<file path="src/rtl/rom_boot_loader.sv">
// Boot loader: receives a length-prefixed big-endian word stream and writes it into
// instruction memory from address 0, holding the CPU in reset until the image is complete.
module rom_boot_loader #(
  parameter int ADDR_WIDTH = 15
) (
  input  logic                  clk,
  input  logic                  reset,
  input  logic [7:0]            rx_data,
  input  logic                  rx_valid,
  input  logic                  load_start,
  output logic [ADDR_WIDTH-1:0] rom_address,
  output logic [15:0]           rom_in,
  output logic                  rom_load,
  output logic                  cpu_reset,
  output logic                  busy,
  output logic                  done,
  output logic                  overflow
);

  // Byte source handshake: rx_valid is a one-cycle strobe with no ready/backpressure;
  // every strobe seen in LEN_HI..DATA_LO is consumed on that clock edge, strobes in DONE are dropped.

  typedef enum logic [2:0] {
    S_LEN_HI  = 3'd0,
    S_LEN_LO  = 3'd1,
    S_DATA_HI = 3'd2,
    S_DATA_LO = 3'd3,
    S_DONE    = 3'd4
  } state_t;

  localparam logic [16:0] DEPTH = 17'(1) << ADDR_WIDTH;

  state_t                state;
  state_t                state_next;
  logic [7:0]            len_hi;
  logic [7:0]            hi_byte;
  logic [15:0]           remain;
  logic [ADDR_WIDTH:0]   wr_count;

  always_ff @(posedge clk) begin
    if (reset) state <= S_LEN_HI;
    else       state <= state_next;
  end

  always_comb begin
    state_next = state;
    case (state)
      S_LEN_HI:  if (rx_valid) state_next = S_LEN_LO;
      S_LEN_LO:  if (rx_valid) state_next = ({len_hi, rx_data} == 16'd0) ? S_DONE : S_DATA_HI;
      S_DATA_HI: if (rx_valid) state_next = S_DATA_LO;
      S_DATA_LO: if (rx_valid) state_next = (remain == 16'd1) ? S_DONE : S_DATA_HI;
      S_DONE:    if (load_start) state_next = S_LEN_HI;
      default:   state_next = S_LEN_HI;
    endcase
  end

  // wr_count saturates at DEPTH (its top bit set) so oversized images keep being
  // consumed without wrapping onto low addresses; remain alone decides when to finish.
  always_ff @(posedge clk) begin
    if (reset) begin
      len_hi      <= '0;
      hi_byte     <= '0;
      remain      <= '0;
      wr_count    <= '0;
      rom_address <= '0;
      rom_in      <= '0;
      rom_load    <= 1'b0;
      overflow    <= 1'b0;
    end else begin
      rom_load <= 1'b0;
      case (state)
        S_LEN_HI: if (rx_valid) len_hi <= rx_data;
        S_LEN_LO: if (rx_valid) begin
          remain   <= {len_hi, rx_data};
          wr_count <= '0;
          if ({1'b0, len_hi, rx_data} > DEPTH) overflow <= 1'b1;
        end
        S_DATA_HI: if (rx_valid) hi_byte <= rx_data;
        S_DATA_LO: if (rx_valid) begin
          rom_in      <= {hi_byte, rx_data};
          rom_address <= wr_count[ADDR_WIDTH-1:0];
          rom_load    <= ~wr_count[ADDR_WIDTH];
          if (!wr_count[ADDR_WIDTH]) wr_count <= wr_count + 1'b1;
          remain      <= remain - 16'd1;
        end
        S_DONE: if (load_start) overflow <= 1'b0;
        default: ;
      endcase
    end
  end

  assign done      = (state == S_DONE);
  assign cpu_reset = ~done;
  assign busy      = ~done;

endmodule

</file>
<file path="config.mk">
export PLATFORM = sky130hd
export DESIGN_NAME = rom_boot_loader
export DESIGN_NICKNAME = d
export VERILOG_FILES = /design/src/rtl/rom_boot_loader.sv
export SDC_FILE = /design/constraint.sdc
export NUM_CORES = 1
export LEC_CHECK = 0
export BUFFER_PORTS_ARGS = -buffer_cell sky130_fd_sc_hd__buf_2
export CAP_MARGIN = 30
export CELL_PAD_IN_SITES_DETAIL_PLACEMENT = 1
export CELL_PAD_IN_SITES_GLOBAL_PLACEMENT = 2
export CORE_ASPECT_RATIO = 1.5
export CORE_UTILIZATION = 38
export CTS_BUF_LIST = sky130_fd_sc_hd__clkbuf_8
export DETAILED_ROUTE_END_ITERATION = 6
export GPL_ROUTABILITY_DRIVEN = 1
export PLACE_DENSITY_LB_ADDON = 0.1
export SLEW_MARGIN = 20
export SYNTH_ARGS = -nofsm -noshare
export SYNTH_HDL_FRONTEND = slang
export SYNTH_SLANG_ARGS = --single-unit
</file>
<file path="constraint.sdc">
create_clock -name clk -period 4.35 [get_ports clk]
set_input_delay 0.87 -clock clk [delete_from_list [all_inputs] [get_ports clk]]
set_output_delay 0.87 -clock clk [all_outputs]
set_load 0.02 [all_outputs]
</file>
==> qor.yml, run 1 <==
layout:
  drive_above_1_share_pct: 14.9
  layout-area-overhead-vs-synth_pct: 14.0
  antennaDiodeCount: 0
  layout.cell_area.non_filler_mm2: 0.00433
  final_net_count: 532
yosys:
  syn_area_per_cell_um2: 7.84
  synthCells: 484
  synthMostInstantiatedCell: "nand2_1"
  synthDominantCellAreaShare_pct: 44.3
  synth.ff_latch_count: 84
  synth_edf_count: 0
  synth_fp_nets: 499
  library_cell_with_the_largest_summed_area_after_synthesis: "dfxtp_1"
  cell_area_after_synthesis_mm2: 0.00379
  yosys_warnings: 0
  synthTopCellsByArea: "dfxtp_1 44%, nand2_1 10%, a21oi_1 7.3%"
  synthTopCellsByCount: "106 x nand2_1, 84 x dfxtp_1, 55 x a21oi_1"
  async_reset_ff_share_pct: 0
  post_synth_top_flop: "dfxtp_1"
  synth.lib_cells_used.distinct: 51
  yosysSeqAreaShare_pct: 44.3
clocking:
  tritoncts: "yes"
  cts_max_path_bufs: 2
  cts_made_buffers: 9
  worst_skew_pair.late_latency_ps: 360
  cts_hold_repair.buffers: 0
  clk_pin_slew_ps: 80
  cts_repair_resize_count: 0
  cts_post_setup_buffers_inserted: 0
  cts_sinks: 84
  clockRootBuffer: "clkbuf_8"
  htree_depth: 3
worst_setup_path:
  critical_path.n_buffers_inverters: 2
  worst_setup_path_start_kind: "register"
  critPathSlowestCell: "dfxtp_1"
  r2r-start: "state[1]$_SDFFE_PP0P_"
  critical_path.top_delay_family: "flip-flops"
  critical_path_class: "reg -> out"
  crit-reg2reg-capture: "remain[15]$_SDFFE_PP0P_"
  worst-path-max-fanout: 24
  type_of_element_capturing_the_critical_path: "output port"
  r2r.worst_path.cells: 4
  crit_path_arrival_time_ps: 1820
  worstPathRequired_ps: 3480
  cp_slowest_stage_delay_ps: 900
  reg2reg_slack_ps: 1960
  timing.critical_path.cells: "nor2_1 > nand2_1 > inv_1 > buf_2"
sta:
  setup_repair_after_global_routing_missed_its_margin: "false"
  timing.clock.skew_ps: 9.10
  setup-violations-final: 0
  worst_slew_pin_slew_ps: 882
  setup-tns-final_ps: 0
  timing.final.max_slew_violations: 0
  layout_min_cycle_time_ps: 2690
  slew-limit-headroom_pct: 41.1
  layout_worst_path_cycle_share_pct: 61.7
  hold_viol_final: 0
  fmaxAchievable_mhz: 372
floorplan:
  height_of_the_chip_um: 124
  fp-row-count: 44
  initial_core_util_pct: 39.2
  floorplan_core_area_mm2: 0.00969
  floorplan.die_area_mm2: 0.0104
  die_w_um: 83.6
  top_level_ports: 48
power:
  total_leakage_power_nw: 1.60
  net_switching_power_figure_mw: 0.432
  seqPwrFrac_pct: 50.8
  clockPowerShare_pct: 38.0
  power.ir.vdd_worst_uv: 219
  swShare_pct: 26.8
  power_density_cells_mw_per_mm2: 373
  combPwrFrac_pct: 11.1
  internal-power_mw: 1.18
job:
  cap_viol_max_count: 0
global_route:
  wire_length_of_the_first_global_routing_pass_um: 18300
  grt_max_degree: 40
  antenna_violations_before_repair: 0
  grt_pass1_vias: 3527
  grt_overflow_total: 0
  grt.total_usage_pct: 22.2
route:
  detail_route.wirelength_um: 10800
  detail_route.wl_per_cell_um: 17.0
  drt-vias-per-instance: 5.61
  drc_errors: 0
  routed-via-count: 3572
  first_pass_iters: 4
  drt_iter0_drc: 98
  ant_nets: 0
min_path:
  worstHoldEndpoint: "rom_address[5]$_SDFFE_PP0P_"
  min_path_type: "reg -> reg"
  holdPathStages: 2
  holdCritStartpoint: "rom_address[5]$_SDFFE_PP0P_"
placed_design:
  io_buffers: 47
  globalplace.congestion: 0.800
  placed_cell_area_mm2: 0.00411
  hpwl_dp_um: 7550
run_status:
  result_of_the_run: "completed"
## worst reg2reg max path: cells and delay by family (launching register included)
kind / cells / cell delay, ps
AOI/OAI and AO/OA: 1 / 140
DFF: 1 / 900
and+or+nand+nor: 3 / 1240
## metrics by stage
| stage | setup WS, ps | std cells | utilization (%) | total power, mW | hold slack, ps |
|---|---|---|---|---|---|
| 2_1_floorplan | 2010 | 484 | - | 0.958 | 431 |
| 4_1_cts | 1650 | 637 | 44.6 | 1.63 | 457 |
| 5_1_grt | 1540 | 637 | 44.6 | 1.69 | 474 |
| 3_5_place_dp | 1710 | 621 | 42.4 | 1.02 | 445 |
| 6_report | 1660 | 637 | 44.6 | 1.61 | 452 |
| 3_3_place_gp | 1770 | 621 | 42.4 | 1.01 | 440 |
## logic make-up (layout without fill, tap and decap cells)
group	Yosys count	count (layout)	share of synthesized area, %
buffers and inverters	45	83	4.85
AOI/OAI and AO/OA	101	101	16.4
muxes	13	13	3.43
xor gates and xnor gates	5	5	1.15
adders and majority gates	3	3	0.990
DFF	84	84	44.3
and+or+nand+nor	233	233	28.9
## cells in the final DEF, fill, tap and decap left out, types with 3 or more instances in the layout
cell type and n:
or3_1 9, inv_1 11, and4_1 3, nand2b_1 3
ha_1 3, o31ai_1 4, nor4b_1 3, nor3_1 26
a211oi_1 4, a2111oi_0 3, o21ai_0 12, nand3b_1 4
nor2_1 41, xnor2_1 5, buf_2 47, clkbuf_8 9
buf_4 10, o311a_1 3, dfxtp_1 84, or4_1 5
mux2i_1 13, and2_1 5, nand2_1 106, nand3_1 6
a31oi_1 3, nor4_1 11, a21oi_1 55
## final cells by class
| type | instances | area, um^2 |
|---|---|---|
| clock inverter | 7 | 91.3 |
| fill | 1220 | 5360 |
| inverter | 10 | 37.5 |
| timing repair buffer | 57 | 310 |
| clock buffer | 9 | 124 |
| multi-input combinational | 355 | 1940 |
| sequential | 84 | 1680 |
| tap | 115 | 144 |
## flip-flops by register name, summed over array words and instances, names as in the netlist
register and count:
len_hi 8, remain 16, rom_in 16, overflow 1, state 3, wr_count 16, hi_byte 8, rom_load 1
rom_address 15
## per-layer routing
layer | wire [um] | track usage (%) | vias up
li1 | - | - | 1762
met3 | 214 | 3.38 | 10
met2 | 5670 | 39.5 | 46
met5 | 0 | 0 | -
met4 | 187 | 8.08 | 0
met1 | 4750 | 26.6 | 1754
## worst max path at each step
stage	from	end	slack [ps]	depth (start not counted)
finish	state[1]$_SDFFE_PP0P_	done	1660	4
global route	state[1]$_SDFFE_PP0P_	done	1540	4
floorplan	rx_valid	wr_count[14]$_SDFFE_PP0P_	2010	6
global placement	rx_valid	wr_count[14]$_SDFFE_PP0P_	1770	5
CTS	state[1]$_SDFFE_PP0P_	done	1650	4
detailed placement	rx_valid	wr_count[14]$_SDFFE_PP0P_	1710	5
## power groups by stage
stage / clock network (mW) / registers, mW / logic (mW)
finish: 0.612 / 0.819 / 0.180
CTS: 0.632 / 0.819 / 0.182
detailed placement: 0 / 0.837 / 0.181
floorplan: 0 / 0.823 / 0.135
global route: 0.664 / 0.824 / 0.203
global placement: 0 / 0.836 / 0.176
(Power assumes the default switching activity.)
==> inputs of run 2 (changes only) <==
Settings changed: CORE_UTILIZATION 38 to 35.
Clock period 4.35 ns to 2.51 ns, I/O delays scaled along.
==> qor.yml, run 2 (synthesis results as in run 1) <==
floorplan:
  height_of_the_chip_um: 130  # +4.1%
  fp-row-count: 46  # +4.5%
  floorplan.die_area_mm2: 0.0113  # +8.4%
  top_level_ports: 48  # unchanged
  initial_core_util_pct: 36.0  # -3.1 points
  floorplan_core_area_mm2: 0.0105  # +8.7%
  die_w_um: 87.0  # +4.1%
clocking:
  htree_depth: 3  # unchanged
  cts_post_setup_buffers_inserted: 0  # unchanged
  clockRootBuffer: "clkbuf_8"
  tritoncts: "yes"
  cts_made_buffers: 9  # unchanged
  worst_skew_pair.late_latency_ps: 360  # about the same
  clk_pin_slew_ps: 80  # about the same
  cts_hold_repair.buffers: 0  # unchanged
  cts_sinks: 84  # unchanged
  cts_max_path_bufs: 2  # unchanged
  cts_repair_resize_count: 0  # unchanged
sta:
  slew-limit-headroom_pct: 56.6  # +16 points
  worst_slew_pin_slew_ps: 651  # -232 ps
  timing.clock.skew_ps: 7.13  # -1.97 ps
  layout_min_cycle_time_ps: 2250
  fmaxAchievable_mhz: 445
  setup-tns-final_ps: 0  # unchanged
  layout_worst_path_cycle_share_pct: 89.5
  layout_setup_ws_ps: 263  # -1400 ps
  setup_repair_after_global_routing_missed_its_margin: "false"
  hold_viol_final: 0  # unchanged
  setup-violations-final: 0  # unchanged
  timing.final.max_slew_violations: 0  # unchanged
layout:
  most-common-layout-cells: "106 x nand2_1, 84 x dfxtp_1, 55 x a21oi_1"
  drive_above_1_share_pct: 16.1  # +1.2 points
  postLayoutCoreUtil_pct: 41.6  # -3.0 points
  largestRegisters: "remain: 16 flops, rom_in: 16 flops, wr_count: 16 flops"
  antennaDiodeCount: 0  # unchanged
  final_net_count: 540  # +1.5%
  final-seq-area_mm2: 0.00168  # unchanged
  fill_cell_instance_count_of_the_final_layout: 1337  # +9.6%
  multi_input_gate_area_in_the_final_layout_mm2: 0.00194  # unchanged
  finalNonFillerCells: 672  # +5.5%
  final_common_cell: "nand2_1"
  layout-area-overhead-vs-synth_pct: 15.6
worst_setup_path:
  critical_path_class: "reg -> out"
  timing.critical_path.cells: "buf_4 > nor2_1 > nand2_1 > inv_1 > buf_2"
  worst-path-max-fanout: 14  # -42%
  reg2reg_slack_ps: 480  # -1480 ps
  worst_setup_path_start_kind: "register"
  crit-reg2reg-capture: "remain[14]$_SDFFE_PP0P_"
  cp_slowest_stage_delay_ps: 670  # -230 ps
  crit_path_arrival_time_ps: 1750  # -70 ps
  r2r.worst_path.cells: 4  # unchanged
  timing.critical_path.from: "state[1]$_SDFFE_PP0P_"
  r2r-start: "remain[3]$_SDFFE_PP0P_"
  worstPathRequired_ps: 2010  # -1470 ps
  type_of_element_capturing_the_critical_path: "output port"
  critPathSlowestCell: "dfxtp_1"
power:
  power_density_cells_mw_per_mm2: 610  # +64%
  power.ir.vdd_worst_uv: 273  # +25%
  total_leakage_power_nw: 1.61  # +0.78%
route:
  detail_route.wl_per_cell_um: 16.5  # -3.0%
  drt_iter0_drc: 127  # +30%
  ant_nets: 0  # unchanged
  drt-vias-per-instance: 5.27  # -6.0%
  first_pass_iters: 4  # unchanged
  routed-via-count: 3542  # -0.84%
  detail_route.wirelength_um: 11100  # +2.3%
  drc_errors: 0  # unchanged
min_path:
  holdCritStartpoint: "rx_data[6]"
  holdPathStages: 3  # +1
  worstHoldEndpoint: "len_hi[6]$_SDFFE_PP0P_"
  min_path_type: "in -> reg"
run_status:
  result_of_the_run: "completed"
placed_design:
  io_buffers: 47  # unchanged
  dp_cells: 658  # +6.0%
  hpwl_dp_um: 8050  # +6.6%
  globalplace.congestion: 0.841  # +5.1%
  place_ws_ps: 423  # -1290 ps
global_route:
  antenna_violations_before_repair: 0  # unchanged
  grt_pass1_vias: 3546  # +0.54%
  grt_overflow_total: 0  # unchanged
  grt.total_usage_pct: 21.2  # -0.98 points
  grt_max_degree: 34  # -15%
  wire_length_of_the_first_global_routing_pass_um: 18200  # -0.34%
job:
  cap_viol_max_count: 0  # unchanged
run 2: routing by layer:
layer	share of wire, %	wire, um	vias up	GRT usage [%]
met5	0	0	-	0
met4	2.3	253	0	7.84
met3	1.9	209	17	3.12
met2	52	5800	42	37.7
met1	43	4800	1713	25.5
li1	-	-	1770	-
run 2: cell type report:
| class | instances | area share, % |
|---|---|---|
| Timing Repair Buffer | 65 | 8.45 |
| Clock inverter | 5 | 1.26 |
| Inverter | 10 | 0.856 |
| Clock buffer | 9 | 2.82 |
| Tap cell | 144 | 4.11 |
| Multi-Input combinational cell | 355 | 44.2 |
| Sequential cell | 84 | 38.3 |
run 2: report_power, final:
group	switching, mW	internal [mW]
registers	0.0485	1.37
clock network	0.484	0.445
logic	0.205	0.124
total	0.737	1.94
run 2: worst max-delay path by stage:
stage | to | slack, ps
global route | done | 150
finish | done | 260
CTS | done | 280
detailed placement | wr_count[14]$_SDFFE_PP0P_ | 420
floorplan | wr_count[14]$_SDFFE_PP0P_ | 540
global placement | wr_count[14]$_SDFFE_PP0P_ | 450
run 2: critical path, delay by kind of cell, from the launching register on:
| family | cells | cell delay [ps] |
|---|---|---|
| simple gates | 2 | 240 |
| flops | 1 | 670 |
| buf+inv | 3 | 490 |
run 2: through the flow:
stage                     power [mW]  hold WS, ps  instance area (um^2)
final                           2.67          441                  4390
after detailed placement        1.78          447                  4210
after floorplan                 1.66          431                  3790
after CTS                       2.72          435                  4390
after global routing            2.82          439                  4390
after global placement          1.77          440                  4210
==> inputs of run 3 (changes only) <==
Settings changed: ABC_AREA from default to 1, CORE_UTILIZATION 35 to 33.
==> qor.yml, run 3 <==
route:
  drc_errors: 0  # unchanged
  drt_iter0_drc: 117  # -7.9%
  drt-vias-per-instance: 4.93  # -6.5%
  detail_route.wl_per_cell_um: 15.9  # -3.2%
  ant_nets: 0  # unchanged
  detail_route.wirelength_um: 12500  # +13%
  routed-via-count: 3875  # +9.4%
  first_pass_iters: 4  # unchanged
worst_setup_path:
  critPathSlowestCell: "dfxtp_1"
  worst_setup_path_start_kind: "register"
  crit_path_arrival_time_ps: 1640  # -110 ps
  critical_path.top_delay_family: "flip-flops"
  type_of_element_capturing_the_critical_path: "output port"
  critical_path.n_buffers_inverters: 2  # -1
  r2r-start: "state[1]$_SDFFE_PP0P_"
  critical_path_class: "reg -> out"
  timing.critical_path.from: "state[1]$_SDFFE_PP0P_"
  timing.critical_path.cells: "nor3_1 > inv_1 > buf_2"
  worst-path-max-fanout: 17  # +3
  cp_slowest_stage_delay_ps: 760  # +90 ps
  worstPathRequired_ps: 2010  # about the same
run_status:
  result_of_the_run: "completed"
clocking:
  htree_depth: 3  # unchanged
  worst_skew_pair.late_latency_ps: 370  # about the same
  cts_post_setup_buffers_inserted: 0  # unchanged
  cts_made_buffers: 9  # unchanged
  cts_max_path_bufs: 2  # unchanged
  cts_repair_resize_count: 0  # unchanged
  clk_pin_slew_ps: 100  # +20 ps
  cts_sinks: 84  # unchanged
  tritoncts: "yes"
  clockRootBuffer: "clkbuf_8"
  cts_hold_repair.buffers: 0  # unchanged
yosys:
  post_synth_top_flop: "dfxtp_1"
  synth_fp_nets: 605  # +21%
  yosys_warnings: 0  # unchanged
  synthDominantCellAreaShare_pct: 42.3  # -2.0 points
  synth_edf_count: 0  # unchanged
  synthTopCellsByArea: "dfxtp_1 42%, nand2_1 17%, a21oi_1 11%"
  library_cell_with_the_largest_summed_area_after_synthesis: "dfxtp_1"
  cell_area_after_synthesis_mm2: 0.00398  # +4.8%
  syn_area_per_cell_um2: 6.74  # -14%
  synth.lib_cells_used.distinct: 30  # -41%
  synth.ff_latch_count: 84  # unchanged
  yosysSeqAreaShare_pct: 42.3  # -2.0 points
  synthTopCellsByCount: "177 x nand2_1, 87 x a21oi_1, 84 x dfxtp_1"
  synthCells: 590  # +22%
  async_reset_ff_share_pct: 0  # unchanged
  synthMostInstantiatedCell: "nand2_1"
sta:
  worst_slew_pin_slew_ps: 668  # +17.9 ps
  fmaxAchievable_mhz: 466  # +4.7%
  hold_viol_final: 0  # unchanged
  layout_worst_path_cycle_share_pct: 85.5  # -4.0 points
  setup-violations-final: 0  # unchanged
  slew-limit-headroom_pct: 55.4  # -1.3 points
  timing.clock.skew_ps: 12.5  # +5.39 ps
  setup-tns-final_ps: 0  # unchanged
  setup_repair_after_global_routing_missed_its_margin: "false"
  timing.final.max_slew_violations: 0  # unchanged
  layout_min_cycle_time_ps: 2150  # -101 ps
layout:
  layout-area-overhead-vs-synth_pct: 14.6
  final_net_count: 646  # +20%
  postLayoutCoreUtil_pct: 39.1  # -2.5 points
  largestRegisters: "remain: 16 flops, rom_in: 16 flops, wr_count: 16 flops"
  antennaDiodeCount: 0  # unchanged
  drive_above_1_share_pct: 14.5  # -1.6 points
  final_common_cell: "nand2_1"
  most-common-layout-cells: "177 x nand2_1, 87 x a21oi_1, 84 x dfxtp_1"
global_route:
  grt_max_degree: 52  # +53%
  wire_length_of_the_first_global_routing_pass_um: 20300  # +11%
  grt.total_usage_pct: 21.1  # -0.062 points
  grt_pass1_vias: 3916  # +10%
  grt_overflow_total: 0  # unchanged
  antenna_violations_before_repair: 0  # unchanged
floorplan:
  top_level_ports: 48  # unchanged
  floorplan_core_area_mm2: 0.0117  # +11%
  die_w_um: 91.6  # +5.3%
  initial_core_util_pct: 34.1  # -1.9 points
  height_of_the_chip_um: 136  # +5.4%
  fp-row-count: 48  # +4.3%
  floorplan.die_area_mm2: 0.0125  # +11%
power:
  total_leakage_power_nw: 1.97  # +22%
  net_switching_power_figure_mw: 0.802  # +8.7%
  swShare_pct: 28.0  # +0.43 points
  power.ir.vdd_worst_uv: 246  # -10%
  combPwrFrac_pct: 12.4  # about the same
  internal-power_mw: 2.06  # +6.4%
  seqPwrFrac_pct: 48.9  # -4.1 points
  power_density_cells_mw_per_mm2: 628  # +3.0%
  clockPowerShare_pct: 38.7  # +4.0 points
placed_design:
  hpwl_dp_um: 9460  # +17%
  globalplace.congestion: 0.820  # -2.5%
  io_buffers: 47  # unchanged
job:
  cap_viol_max_count: 0  # unchanged
min_path:
  holdCritStartpoint: "rx_data[3]"
  min_path_type: "in -> reg"
-- run 3: changes by cell type in the layout (fill, tap and decap cells not counted), moves of 9 or more --
cell / delta
nand2_1: +71
a21oi_1: +32
mux2i_1: -13
nor4_1: -11
nor3_1: -22
buf_4: -11
o21ai_0: +19
inv_1: +40
nor2_1: +15
nand3_1: +33
or3_1: -9
-- run 3: cell type report --
type                            instances  area (um^2)
Tap cell                              150          188
Sequential cell                        84         1680
Multi-Input combinational cell        426         1950
Timing Repair Buffer                   55          308
Inverter                               55          209
Clock buffer                           10          138
Fill cell                            1573         7090
Clock inverter                          6         87.6
-- run 3: worst paths after layout --
check / to / slack, ps / cells past startpoint
hold reg to reg: rom_in[12]$_SDFFE_PP0P_ / 470 / 2
setup reg to reg: remain[5]$_SDFFE_PP0P_ / 500 / 7
setup / recovery: busy / 360 / 3
hold / removal: rom_in[3]$_SDFFE_PP0P_ / 420 / 3
-- run 3: cells by family (layout without fill, tap and decap cells) --
| logic type | after synthesis | after routing | share of synthesized area, % |
|---|---|---|---|
| XOR/XNOR | 1 | 1 | 0.220 |
| AO/OA/AOI/OAI | 129 | 129 | 16.8 |
| flip-flops | 84 | 84 | 42.3 |
| buffers and inverters | 80 | 126 | 8.75 |
| AND/OR/NAND/NOR | 293 | 293 | 31.0 |
| adder cells (fa/ha/maj) | 3 | 3 | 0.944 |
-- run 3: worst reg2reg max path, stage by stage (launching register included) --
cell and delay, ps:
dfxtp_1 760, inv_1 160, nor2_2 180, nand2_2 160, inv_2 280, nand2_1 80
o21ai_0 180, a21oi_1 80
-- run 3: routing by layer --
layer | GRT usage (%) | wire length, um | vias to the layer above
met5 | 0 | 0 | -
met4 | 7.58 | 289 | 0
met3 | 3.30 | 213 | 19
met2 | 41.4 | 6880 | 40
met1 | 22.4 | 5150 | 1842
li1 | - | - | 1974
-- run 3: power by group through the flow --
stage	clock network, mW	registers (mW)	logic, mW
2_1_floorplan	0	1.42	0.254
3_3_place_gp	0	1.43	0.355
3_5_place_dp	0	1.43	0.359
4_1_cts	1.15	1.40	0.361
5_1_grt	1.21	1.41	0.400
6_report	1.11	1.40	0.354
-- run 3: through the flow --
| step | area [um^2] | hold WS (ps) | setup WS (ps) | total power [mW] | cells |
|---|---|---|---|---|---|
| finish | 4560 | 417 | 363 | 2.86 | 786 |
| global route | 4560 | 418 | 219 | 3.01 | 786 |
| global placement | 4330 | 452 | 538 | 1.78 | 770 |
| detailed placement | 4330 | 457 | 496 | 1.79 | 770 |
| CTS | 4560 | 407 | 322 | 2.91 | 786 |
| floorplan | 3980 | 439 | 422 | 1.67 | 590 |
